### src/rtl/hazard_scoreboard_if.sv
// ID-stage hazard bus: the pipeline (master) presents the decoded instruction
// and branch resolution; the hazard unit (slave) returns stall/flush and counters.
interface hazard_scoreboard_if #(
  parameter int unsigned REG_W = 5,
  parameter int unsigned CNT_W = 32
);
  logic             ID_valid;
  logic [REG_W-1:0] ID_rs1;
  logic [REG_W-1:0] ID_rs2;
  logic             ID_rs1_used;
  logic             ID_rs2_used;
  logic [REG_W-1:0] ID_rd;
  logic             ID_is_load;
  logic             ID_is_long;
  logic             do_flush;
  logic             stall;
  logic             flush;
  logic [CNT_W-1:0] stall_cycles;
  logic [CNT_W-1:0] flush_events;

  modport master (
    output ID_valid, ID_rs1, ID_rs2, ID_rs1_used, ID_rs2_used, ID_rd,
           ID_is_load, ID_is_long, do_flush,
    input  stall, flush, stall_cycles, flush_events
  );

  modport slave (
    input  ID_valid, ID_rs1, ID_rs2, ID_rs1_used, ID_rs2_used, ID_rd,
           ID_is_load, ID_is_long, do_flush,
    output stall, flush, stall_cycles, flush_events
  );
endinterface

### src/rtl/hazard_scoreboard.sv
// ID-stage hazard unit: per-register latency scoreboard drives stall, a
// stretchable flush kills IF/ID and ID/EX, and saturating counters track both.
module hazard_scoreboard #(
  parameter int unsigned NUM_REGS   = 32,
  parameter int unsigned LOAD_LAT   = 1,
  parameter int unsigned LONG_LAT   = 3,
  parameter int unsigned FLUSH_HOLD = 1,
  parameter int unsigned CNT_W      = 32
) (
  input logic          clk,
  input logic          reset_n,
  hazard_scoreboard_if.slave hz
);
  localparam int unsigned REG_W   = $clog2(NUM_REGS);
  localparam int unsigned MAX_LAT = (LOAD_LAT > LONG_LAT) ? LOAD_LAT : LONG_LAT;
  localparam int unsigned LAT_W   = $clog2(MAX_LAT + 1);
  localparam int unsigned FC_W    = (FLUSH_HOLD > 1) ? $clog2(FLUSH_HOLD) : 1;

  logic [LAT_W-1:0] pend     [NUM_REGS];
  logic [LAT_W-1:0] pend_nxt [NUM_REGS];
  logic [LAT_W-1:0] dec;
  logic [LAT_W-1:0] lat_c;
  logic [FC_W-1:0]  fcnt;
  logic [REG_W-1:0] last_rd;
  logic             last_valid;
  logic [CNT_W-1:0] stall_cnt;
  logic [CNT_W-1:0] flush_cnt;
  logic             flush_c;
  logic             stall_c;
  logic             issue_c;
  logic             hit_c;

  // Hazard decision; both outputs are held low while reset is asserted.
  always_comb begin
    flush_c = 1'b0;
    stall_c = 1'b0;
    issue_c = 1'b0;
    hit_c   = (hz.ID_rs1_used && (pend[hz.ID_rs1] != '0)) ||
              (hz.ID_rs2_used && (pend[hz.ID_rs2] != '0));
    if (reset_n) begin
      flush_c = hz.do_flush || (fcnt != '0);
      stall_c = hz.ID_valid && !flush_c && hit_c;
      issue_c = hz.ID_valid && !stall_c && !flush_c;
    end
  end

  // Result latency of the instruction in ID; ALU results forward and never wait.
  always_comb begin
    lat_c = '0;
    if (hz.ID_is_load)      lat_c = LAT_W'(LOAD_LAT);
    else if (hz.ID_is_long) lat_c = LAT_W'(LONG_LAT);
  end

  // Next scoreboard: countdown, WAW keeps the longer wait, flush squashes the killed EX entry.
  always_comb begin
    dec = '0;
    for (int unsigned r = 0; r < NUM_REGS; r++) begin
      dec         = (pend[r] != '0) ? pend[r] - LAT_W'(1) : '0;
      pend_nxt[r] = dec;
      if (issue_c && (hz.ID_rd == REG_W'(r)) && (r != 0) && (lat_c > dec))
        pend_nxt[r] = lat_c;
      if (hz.do_flush && last_valid && (last_rd == REG_W'(r)))
        pend_nxt[r] = '0;
      if (r == 0)
        pend_nxt[r] = '0;
    end
  end

  // Scoreboard state.
  always_ff @(posedge clk or negedge reset_n) begin
    if (!reset_n) begin
      for (int unsigned r = 0; r < NUM_REGS; r++) pend[r] <= '0;
    end else begin
      pend <= pend_nxt;
    end
  end

  // Record of the instruction that moved into EX, used for the flush squash.
  always_ff @(posedge clk or negedge reset_n) begin
    if (!reset_n) begin
      last_valid <= 1'b0;
      last_rd    <= '0;
    end else begin
      last_valid <= issue_c && (hz.ID_rd != '0);
      last_rd    <= hz.ID_rd;
    end
  end

  // Flush stretch counter; a pulse during the hold reloads it.
  always_ff @(posedge clk or negedge reset_n) begin
    if (!reset_n) begin
      fcnt <= '0;
    end else if (hz.do_flush) begin
      fcnt <= FC_W'(FLUSH_HOLD - 1);
    end else if (fcnt != '0) begin
      fcnt <= fcnt - FC_W'(1);
    end
  end

  // Saturating performance counters.
  always_ff @(posedge clk or negedge reset_n) begin
    if (!reset_n) begin
      stall_cnt <= '0;
      flush_cnt <= '0;
    end else begin
      if (stall_c && (stall_cnt != '1))     stall_cnt <= stall_cnt + CNT_W'(1);
      if (hz.do_flush && (flush_cnt != '1)) flush_cnt <= flush_cnt + CNT_W'(1);
    end
  end

  assign hz.stall        = stall_c;
  assign hz.flush        = flush_c;
  assign hz.stall_cycles = stall_cnt;
  assign hz.flush_events = flush_cnt;
endmodule

### src/flat_wrapper.sv
// flat-port wrapper written by rule: the top's interface ports become plain ports
module hazard_scoreboard_flat 
#(
  parameter int unsigned NUM_REGS   = 32,
  parameter int unsigned LOAD_LAT   = 1,
  parameter int unsigned LONG_LAT   = 3,
  parameter int unsigned FLUSH_HOLD = 1,
  parameter int unsigned CNT_W      = 32
)
  (clk, reset_n, hz_ID_valid, hz_ID_rs1, hz_ID_rs2, hz_ID_rs1_used, hz_ID_rs2_used, hz_ID_rd, hz_ID_is_load, hz_ID_is_long, hz_do_flush, hz_stall, hz_flush, hz_stall_cycles, hz_flush_events);
  hazard_scoreboard_if #(.CNT_W(CNT_W)) hz_i ();
  input logic clk;
  input logic reset_n;
  input wire logic [$bits(hz_i.ID_valid)-1:0] hz_ID_valid;
  input wire logic [$bits(hz_i.ID_rs1)-1:0] hz_ID_rs1;
  input wire logic [$bits(hz_i.ID_rs2)-1:0] hz_ID_rs2;
  input wire logic [$bits(hz_i.ID_rs1_used)-1:0] hz_ID_rs1_used;
  input wire logic [$bits(hz_i.ID_rs2_used)-1:0] hz_ID_rs2_used;
  input wire logic [$bits(hz_i.ID_rd)-1:0] hz_ID_rd;
  input wire logic [$bits(hz_i.ID_is_load)-1:0] hz_ID_is_load;
  input wire logic [$bits(hz_i.ID_is_long)-1:0] hz_ID_is_long;
  input wire logic [$bits(hz_i.do_flush)-1:0] hz_do_flush;
  output wire logic [$bits(hz_i.stall)-1:0] hz_stall;
  output wire logic [$bits(hz_i.flush)-1:0] hz_flush;
  output wire logic [$bits(hz_i.stall_cycles)-1:0] hz_stall_cycles;
  output wire logic [$bits(hz_i.flush_events)-1:0] hz_flush_events;
  assign hz_i.ID_valid = hz_ID_valid;
  assign hz_i.ID_rs1 = hz_ID_rs1;
  assign hz_i.ID_rs2 = hz_ID_rs2;
  assign hz_i.ID_rs1_used = hz_ID_rs1_used;
  assign hz_i.ID_rs2_used = hz_ID_rs2_used;
  assign hz_i.ID_rd = hz_ID_rd;
  assign hz_i.ID_is_load = hz_ID_is_load;
  assign hz_i.ID_is_long = hz_ID_is_long;
  assign hz_i.do_flush = hz_do_flush;
  assign hz_stall = hz_i.stall;
  assign hz_flush = hz_i.flush;
  assign hz_stall_cycles = hz_i.stall_cycles;
  assign hz_flush_events = hz_i.flush_events;
  hazard_scoreboard #(.NUM_REGS(NUM_REGS), .LOAD_LAT(LOAD_LAT), .LONG_LAT(LONG_LAT), .FLUSH_HOLD(FLUSH_HOLD), .CNT_W(CNT_W)) u_core (.clk(clk), .reset_n(reset_n), .hz(hz_i));
endmodule
### config.mk
export PLATFORM = sky130hd
export DESIGN_NAME = hazard_scoreboard_flat
export DESIGN_NICKNAME = d
export VERILOG_FILES = /design/src/rtl/hazard_scoreboard_if.sv /design/src/rtl/hazard_scoreboard.sv /design/src/flat_wrapper.sv
export SDC_FILE = /design/constraint.sdc
export NUM_CORES = 1
export LEC_CHECK = 0
export CORE_ASPECT_RATIO = 1.2
export CORE_MARGIN = 3
export CORE_UTILIZATION = 60
export CTS_CLUSTER_DIAMETER = 120
export CTS_CLUSTER_SIZE = 12
export DETAILED_ROUTE_END_ITERATION = 8
export GPL_TIMING_DRIVEN = 0
export PLACE_DENSITY = 0.81
export SYNTH_ARGS = -nofsm -noshare
export SYNTH_HDL_FRONTEND = slang
export SYNTH_SLANG_ARGS = --single-unit
### constraint.sdc
create_clock -name clk -period 5.4 [get_ports clk]
set_clock_uncertainty 0.1 [all_clocks]
set_input_delay 0.54 -clock clk [delete_from_list [all_inputs] [get_ports clk]]
set_output_delay 0.54 -clock clk [all_outputs]
set_load 0.1 [all_outputs]
==> results of run 1 <==
state kept, by name (all words and copies together), names as in the netlist:
name	cells
u_core.pend	62
u_core.hz.flush_events	32
u_core.hz.stall_cycles	32
u_core.last_rd	5
u_core.last_valid	1
through the flow:
stage	cells	utilization (%)
floorplan	988	-
global placement	1274	69.35
detailed placement	1276	69.75
CTS	1309	74.13
global route	1309	74.13
finish	1309	74.13
cell usage after synthesis, types with 2 or more instances:
cell	n
nor4_2	3
buf_2	8
nor2_1	100
a21oi_1	41
mux2i_1	23
nand4_1	25
xor2_1	7
and2_1	7
nand2b_1	16
nand3_1	54
or4_4	2
a2111oi_0	10
ha_1	64
clkbuf_1	16
mux2_2	26
mux2_1	6
and4_1	5
buf_4	4
o21bai_1	2
a2111o_1	4
o2111ai_1	2
nand3b_1	8
nor4_1	10
nor3b_1	5
buf_6	2
o31ai_1	6
o21ai_0	29
or4_1	8
o211ai_1	3
or3_1	17
xnor2_1	53
nor3_1	32
or2_2	4
nor2b_1	63
nor4b_1	5
nand2_1	98
a211oi_1	5
and3_1	25
mux4_2	5
o311ai_0	2
inv_1	35
a311oi_1	2
dfrtp_1	132
final timing paths:
kind / endpoint / slack, ns / cells past startpoint
setup / recovery: hz_stall / 0.19 / 11
hold / removal: u_core.hz.stall_cycles[26] / 0.39 / 1
setup reg to reg: u_core.hz.stall_cycles[23] / 2.15 / 10
hold reg to reg: u_core.hz.stall_cycles[26] / 0.39 / 1
max in group asynchronous: u_core.pend[47] / 3.89 / 3
min in group asynchronous: u_core.pend[52] / 0.48 / 2
cells by family (layout without fill, tap and decap cells):
family | count (synthesis) | after routing
compound gates | 116 | 116
mux | 60 | 60
xor+xnor | 60 | 60
buf+inv | 66 | 187
simple gates | 490 | 490
flops | 132 | 132
fa+ha+maj | 64 | 64
power breakdown:
| part | leakage (nW) | switching [mW] | total (mW) | internal, mW |
|---|---|---|---|---|
| logic | 2.71 | 0.491 | 0.668 | 0.177 |
| registers | 1.79 | 0.0565 | 1.09 | 1.03 |
| clock network | 0.307 | 0.466 | 1.23 | 0.759 |
| total | 4.81 | 1.01 | 2.98 | 1.97 |
repair_timing:
| item | 4_1_cts | 5_1_grt |
|---|---|---|
| endpoints found under the setup margin | 1 | 0 |
| setup buffers | 0 | 0 |
| hold buffers | 1 | 0 |
| gates resized for setup | 1 | 0 |
| endpoints found under the hold margin | 36 | 0 |
layer usage:
| layer | global-route usage, % | up-vias | wire (µm) | share of wire [%] |
|---|---|---|---|---|
| met5 | 0 | - | 0 | 0 |
| met3 | 8.049 | 61 | 1870 | 7.8 |
| met4 | 12.66 | 0 | 818 | 3.4 |
| met1 | 36.79 | 3880 | 9758 | 41 |
| li1 | - | 3740 | - | - |
| met2 | 50.43 | 345 | 11630 | 48 |
final cells by class:
cell class                 instances  share of cell area (%)
tap                              200                   2.332
clock inverter                    13                   1.598
inverter                          36                   1.271
sequential                       132                   30.79
multi-input combinational        790                   49.73
buffer                            30                   1.434
timing repair buffer              89                   8.630
clock buffer                      19                   4.222
==> flow_metrics.tcl, run 1 <==
set metrics [dict create \
    outcome "finished, final reports clean" \
    grt_pass1_wl_um 40250 \
    arrival_ns 4.57 \
    synth.avg_cell_area_um2 9.034 \
    max-cap-violations 0 \
    synth_top_family_by_area "simple AND/OR/NAND/NOR gates" \
    final_common_cell "dfrtp_1" \
    multi_input_area_mm2 0.005335 \
    fp.dieW_um 117.3 \
    power_per_cell_area_mw_per_mm2 277.6 \
    drive_gt1_share_pct 8.386 \
    critPathKind "in2out" \
    startpoint_type "input port" \
    r2r_start "u_core.pend[24]" \
    critPathTopFamily "buffers and inverters" \
    drc 0 \
    cts_tree "yes" \
    postSynthCellCount 988 \
    stdcell_area_mm2 0.01073 \
    track_usage_pct 30.05 \
    pin_count 89 \
    avgViaCountPerCell 6.131 \
    cp-startpoint "hz_ID_rs2[2]" \
    cts_buffers 17 \
    setup_viol 0 \
    yosys_warnings 0 \
    dieArea_mm2 0.01638 \
    die_h_um 139.6 \
    path_common_cell "buf_2" \
    clkTransAtPathRegs_ns 0.06 \
    drtIter0Drc 567 \
    layout_min_cycle_time_ns 5.210 \
    finalWorstSetupSlack_ns 0.1899 \
    cts_buffer_depth 2 \
    ant_nets 0 \
    antenna_found_initial 0 \
    yosysSeqAreaShare_pct 37.01 \
    worst_ep_required_time_ns 4.76 \
    grt_pass1_vias 8245 \
    synth.area.top_cells "dfrtp_1, ha_1, xnor2_1" \
    worstMarginPinSlew_ns 1.011 \
    power.leakage_nw 4.813 \
    clkLatencyLatePin_ns 0.42 \
    fin_nets 1183 \
    finalMaxSlewViolations 0 \
    ir_worst_vdd_mv 0.2634 \
    synth_top_area_share_pct 37.01 \
    fmaxAchievable_ghz 0.1919 \
    synth_compound_area_share_pct 8.410 \
    synth.mux.area_fraction_pct 7.878 \
    finalCritPeriodShare_pct 96.48 \
    min_path_type "reg2reg" \
    syn_nets 1075 \
    num_vias 8026 \
    synth_top_area_cell "dfrtp_1" \
    place_congestion 0.9712 \
    io_buffers 86 \
    finalHoldViolations 0 \
    worstPathCellList "clkdlybuf4s50_1 -> inv_1 -> mux4_2 -> o211ai_1 -> o22ai_1 -> o2111ai_1 -> buf_2 -> buf_4 -> buf_2 -> and2_1 -> dlygate4sd2_1" \
    routed_wirelength_um 24080 \
    crit_buf_inv 6 \
    grt_start_max_net_pins 100 \
    n_fill_cell 1081 \
    place_ws_ns -0.002183 \
    hold_slack_ns 0.3909 \
    yosysUniqueCellTypes 57 \
    rows 48 \
    antenna_cells 0 \
    placed_cell_area_mm2 0.01010 \
    seqCellArea_mm2 0.003303 \
    fin_total_pwr_mw 2.979 \
    slowest_stage "dlygate4sd2_1" \
    critical-path-max-stage-delay_ns 0.87 \
    dr.pass1.iters 8 \
    synth-edff-count 0 \
    core_mm2 0.01447 \
    routedWlPerCell_um 18.39 \
    cts-root-buf "clkbuf_16" \
    async_reset_ff_share_pct 100.0 \
    slew_headroom_pct 32.40 \
    htree_num_levels 4 \
    synth_fa_ha_area_share_pct 8.971 \
    tns_ns 0 \
    synth_xor_area_share_pct 5.887 \
    grt_setup_unrepaired "no" \
    synthSimpleGateAreaFrac_pct 28.62 \
    initial_core_util_pct 61.67 \
    ys.flop_type "dfrtp_1" \
    synth-seq-cells 132 \
    critPathMaxFanout 10 \
    hold_start "u_core.hz.stall_cycles[26]" \
    post-dp-hpwl_um 17040 \
    end_kind "output pin" \
    cts.sinks 132 \
    area_growth_pct 20.20 \
    netlist_area_mm2 0.008926 \
    grt_overflow 0 \
    final_cell_mix "dfrtp_1, nor2_1, nand2_1" \
]
(Power assumes the default switching activity.)
==> inputs of run 2 (changes only) <==
--- a/config.mk
+++ b/config.mk
@@ -8,6 +8,7 @@
 export CORE_ASPECT_RATIO = 1.2
 export CORE_MARGIN = 3
 export CORE_UTILIZATION = 60
+export CTS_BUF_LIST = sky130_fd_sc_hd__clkbuf_4
 export CTS_CLUSTER_DIAMETER = 120
 export CTS_CLUSTER_SIZE = 12
 export DETAILED_ROUTE_END_ITERATION = 8
==> run 2 against run 1 <==
  * Combinational power down 0.7%
  * Design area down 2.9%
  * Clock power down 41%
  * Fmax up 1.2%
==> flow_metrics.tcl, run 2 (synthesis results as in run 1) <==
set metrics [dict create \
    end_kind "output pin" \
    worstMarginPinSlew_ns 1.008 \
    ir_worst_vdd_mv 0.2484 \
    cts_post_setup_buffers_inserted 0 \
    initial_core_util_pct 61.67 \
    cts_buffer_depth 2 \
    drive_gt1_share_pct 8.206 \
    pin_count 89 \
    grt_overflow 0 \
    core_mm2 0.01447 \
    arrival_ns 4.51 \
    setup_viol 0 \
    final_cell_mix "dfrtp_1, nor2_1, nand2_1" \
    fmaxAchievable_ghz 0.1942 \
    ant_nets 0 \
    grt_setup_unrepaired "no" \
    grt_pass1_wl_um 39500 \
    finalHoldViolations 0 \
    stdcell_area_mm2 0.01041 \
    worst_ep_required_time_ns 4.76 \
    antenna_found_initial 1 \
    routed_wirelength_um 23580 \
    largest-register "u_core.pend" \
    dr.pass1.iters 5 \
    min_path_type "in2async" \
    slowest_stage "dlygate4sd2_1" \
    drc 0 \
    track_usage_pct 29.49 \
    power_per_cell_area_mw_per_mm2 237.4 \
    largest_reg_flops 62 \
    rows 48 \
    place_congestion 0.9712 \
    crit_buf_inv 6 \
    drtIter0Drc 491 \
    path_common_cell "buf_2" \
    outcome "finished, final reports clean" \
    max-cap-violations 0 \
    slew_headroom_pct 32.62 \
    routedWlPerCell_um 18.00 \
    startpoint_type "input port" \
    num_vias 7998 \
    cts_buffers 17 \
    area_growth_pct 16.67 \
    cts.sinks 132 \
    power.leakage_nw 4.671 \
    cts-root-buf "clkbuf_4" \
    worstPathCellList "clkdlybuf4s50_1 -> inv_1 -> mux4_2 -> o211ai_1 -> o22ai_1 -> o2111ai_1 -> buf_2 -> buf_4 -> buf_2 -> and2_1 -> dlygate4sd2_1" \
    clkTransAtPathRegs_ns 0.13 \
    fin_nets 1183 \
    critical-path-max-stage-delay_ns 0.87 \
    clkLatencyLatePin_ns 0.56 \
    htree_num_levels 4 \
    final_common_cell "dfrtp_1" \
    tns_ns 0 \
    layout_min_cycle_time_ns 5.149 \
    io_buffers 86 \
    fp.dieW_um 117.3 \
    post-dp-hpwl_um 17040 \
    grt_start_max_net_pins 100 \
    critPathTopFamily "buffers and inverters" \
    critPathMaxFanout 10 \
    finalMaxSlewViolations 0 \
    cts_tree "yes" \
    dieArea_mm2 0.01638 \
    placed_cell_area_mm2 0.01010 \
    die_h_um 139.6 \
    grt_pass1_vias 8125 \
    avgViaCountPerCell 6.105 \
    critPathKind "in2out" \
    finalCritPeriodShare_pct 95.35 \
    hold_slack_ns 0.3262 \
]
## run 2: per-stage QoR
| stage | util (%) | setup WS, ns | std cells | total power [mW] |
|---|---|---|---|---|
| after floorplan | - | 1.752 | 988 | 1.548 |
| after global placement | 69.35 | -2.807 | 1274 | 1.743 |
| after detailed placement | 69.75 | -0.002183 | 1276 | 1.757 |
| after CTS | 71.93 | 0.2676 | 1309 | 2.485 |
| after global routing | 71.95 | 0.06391 | 1310 | 2.576 |
| final | 71.95 | 0.2511 | 1310 | 2.472 |
## run 2: cell type report
type                       instances  area [µm²]
antenna                            1       2.502
buffer                            30       153.9
clock buffer                      17       127.6
clock inverter                    15       178.9
fill                            1131        4060
inverter                          36       136.4
multi-input combinational        790        5335
sequential                       132        3303
tap                              200       250.2
timing repair buffer              89       925.9
## run 2: final timing paths
path,slack [ns],start,to,depth (start not counted)
worst max-delay path,0.25,hz_ID_rs2[2],hz_stall,11
worst min-delay path,0.33,reset_n,u_core.pend[52],2
worst max register to register,2.21,u_core.pend[24],u_core.hz.stall_cycles[23],10
worst min register to register,0.40,u_core.hz.stall_cycles[26],u_core.hz.stall_cycles[26],1
max in group asynchronous,4.05,reset_n,u_core.pend[15],3
min in group clk,0.35,hz_do_flush,u_core.hz.flush_events[2],3
## run 2: report_power, final
group	internal [mW]	switching [mW]
logic	0.176	0.488
clock network	0.326	0.402
registers	1.03	0.0528
total	1.53	0.943
## run 2: per-layer routing
layer	track usage [%]	up-vias	routed length, µm
met3	7.317	70	1675
li1	-	3752	-
met2	48.60	305	11250
met1	36.47	3871	9716
met4	14.27	0	941
met5	0	-	0
## run 2: repair_timing
| action | 4_1_cts | 5_1_grt |
|---|---|---|
| hold buffers | 1 | 0 |
| resized for setup | 1 | 0 |
| endpoints found under the setup margin | 1 | 0 |
| hold endpoints to repair | 36 | 0 |
==> inputs of run 3 (changes only) <==
--- a/config.mk
+++ b/config.mk
@@ -14,6 +14,7 @@
 export DETAILED_ROUTE_END_ITERATION = 8
 export GPL_TIMING_DRIVEN = 0
 export PLACE_DENSITY = 0.81
+export RECOVER_POWER = 25
 export SYNTH_ARGS = -nofsm -noshare
 export SYNTH_HDL_FRONTEND = slang
 export SYNTH_SLANG_ARGS = --single-unit
==> run 3 against run 2 <==
  * Critical path depth did not move
  * Clock power barely moved
  * Power barely moved
  * Design area barely moved
  * Critical path type unchanged
  * Critical endpoint unchanged
  * Largest cell class unchanged
  * Largest power group unchanged
==> flow_metrics.tcl, run 3 (synthesis results as in run 1) <==
set metrics [dict create \
    intPower_mw 1.529 \
    place_congestion 0.9712 \
    clkLatencyLatePin_ns 0.56 \
    dr.pass1.iters 7 \
    htree_num_levels 4 \
    cts_post_setup_buffers_inserted 0 \
    place_ws_ns -0.002183 \
    io_buffers 86 \
    core_mm2 0.01447 \
    end_kind "output pin" \
    ant_nets 0 \
    track_usage_pct 29.49 \
    final_common_cell "dfrtp_1" \
    timing.reg2reg.setup_slack_ns 2.20 \
    arrival_ns 4.52 \
    slowest_stage "dlygate4sd2_1" \
    grt_start_max_net_pins 100 \
    fp.dieW_um 117.3 \
    cts_buffers 17 \
    grt_overflow 0 \
    routedWlPerCell_um 17.97 \
    outcome "finished, final reports clean" \
    die_h_um 139.6 \
    n_fill_cell 1129 \
    path_common_cell "buf_2" \
    setup_viol 0 \
    seqCellArea_mm2 0.003303 \
    rows 48 \
    power_per_cell_area_mw_per_mm2 237.4 \
    drtIter0Drc 493 \
    worstPathCellList "clkdlybuf4s50_1 -> inv_1 -> mux4_2 -> o211ai_1 -> o22ai_1 -> o2111ai_1 -> buf_2 -> buf_4 -> buf_2 -> and2_1 -> dlygate4sd2_1" \
    largest-register "u_core.pend" \
    antenna_found_initial 4 \
    final_util_pct 71.98 \
    switching_power_mw 0.9447 \
    slew_headroom_pct 32.62 \
    critical-path-max-stage-delay_ns 0.87 \
    finalHoldViolations 0 \
    clkTransAtPathRegs_ns 0.13 \
    worstMarginPinSlew_ns 1.008 \
    initial_core_util_pct 61.67 \
    grt_setup_unrepaired "no" \
    critPathMaxFanout 10 \
    post-dp-hpwl_um 17040 \
    cts-root-buf "clkbuf_4" \
    max-cap-violations 0 \
    min_path_type "in2async" \
    finalCritPeriodShare_pct 95.48 \
    finalMaxSlewViolations 0 \
    finalNonFillerCells 1312 \
    worst_ep_required_time_ns 4.76 \
    pin_count 89 \
    ir_worst_vdd_mv 0.2481 \
    final_cell_mix "dfrtp_1, nor2_1, nand2_1" \
    cts_tree "yes" \
    power_frac_clock_pct 29.5 \
    dieArea_mm2 0.01638 \
    grt_pass1_wl_um 39500 \
    netSwitchingFraction_pct 38.20 \
    seqPwrFrac_pct 43.7 \
    power.leakage_nw 4.672 \
    layout_min_cycle_time_ns 5.156 \
    multi_input_area_mm2 0.005335 \
    cts.sinks 132 \
    routed_wirelength_um 23580 \
    fin_nets 1183 \
    p_comb_share_pct 26.8 \
    placed_cell_area_mm2 0.01010 \
    fmaxAchievable_ghz 0.1939 \
    largest_reg_flops 62 \
    cts_buffer_depth 2 \
    finalWorstSetupSlack_ns 0.2439 \
    drive_gt1_share_pct 8.206 \
    grt_pass1_vias 8125 \
    dp_cells 1276 \
    area_growth_pct 16.72 \
    startpoint_type "input port" \
    drc 0 \
    stdcell_area_mm2 0.01042 \
    avgViaCountPerCell 6.099 \
    num_vias 8002 \
    critPathKind "in2out" \
]
## run 3: cell types whose count changed in the layout (fill, tap and decap cells not counted)
cell / delta
clkdlybuf4s50_1: -5
dlygate4sd3_1: +5
diode_2: +2
## run 3: final timing paths
| check | endpoint | cells past startpoint | startpoint |
|---|---|---|---|
| max | hz_stall | 11 | hz_ID_rs2[2] |
| min | u_core.pend[52] | 2 | reset_n |
| max reg2reg | u_core.hz.stall_cycles[23] | 10 | u_core.pend[24] |
| min reg2reg | u_core.hz.stall_cycles[26] | 1 | u_core.hz.stall_cycles[26] |
| max in group asynchronous | u_core.pend[46] | 3 | reset_n |
| min in group clk | u_core.hz.flush_events[2] | 3 | hz_do_flush |
## run 3: worst max-delay path: cells and delay by family
family	cells	cell delay (ns)
buf+inv	6	2.40
compound gates	3	0.87
mux	1	0.52
simple gates	1	0.15
## run 3: layer usage
layer / up-vias / routed length (µm) / global-route usage [%]
met1: 3878 / 9808 / 36.47
met2: 287 / 11140 / 48.60
met4: 2 / 985 / 14.27
li1: 3758 / - / -
met5: - / 13 / 0
met3: 77 / 1631 / 7.317
## run 3: power by group through the flow
stage          sequential, mW  clock (mW)  combinational [mW]
2_1_floorplan            1.35           0               0.194
3_3_place_gp             1.10           0               0.645
3_5_place_dp             1.10           0               0.660
4_1_cts                  1.08       0.742               0.663
5_1_grt                  1.09       0.781               0.705
6_report                 1.08       0.730               0.662
## run 3: timing repair
action                                 CTS  global route
setup endpoints to repair                1             0
hold buffers                             1             0
resized for setup                        1             0
endpoints found under the hold margin   36             0
## run 3: cell type report
class                   count  area share (%)
well taps                 200           2.402
plain buffers              30           1.477
multi-input cells         790           51.21
clock inverters            15           1.717
flip-flops and latches    132           31.70
repair buffers             89           8.887
diodes                      3         0.07206
clock buffers              17           1.225
inverters                  36           1.309
## run 3: per-stage QoR
stage | hold WS, ns | power, mW | setup TNS [ns]
floorplan | 0.1444 | 1.548 | 0
global placement | 0.3842 | 1.743 | -450.86
detailed placement | 0.3611 | 1.757 | -0.002183
CTS | 0.2964 | 2.485 | 0
global route | 0.3408 | 2.575 | 0
finish | 0.3219 | 2.473 | 0
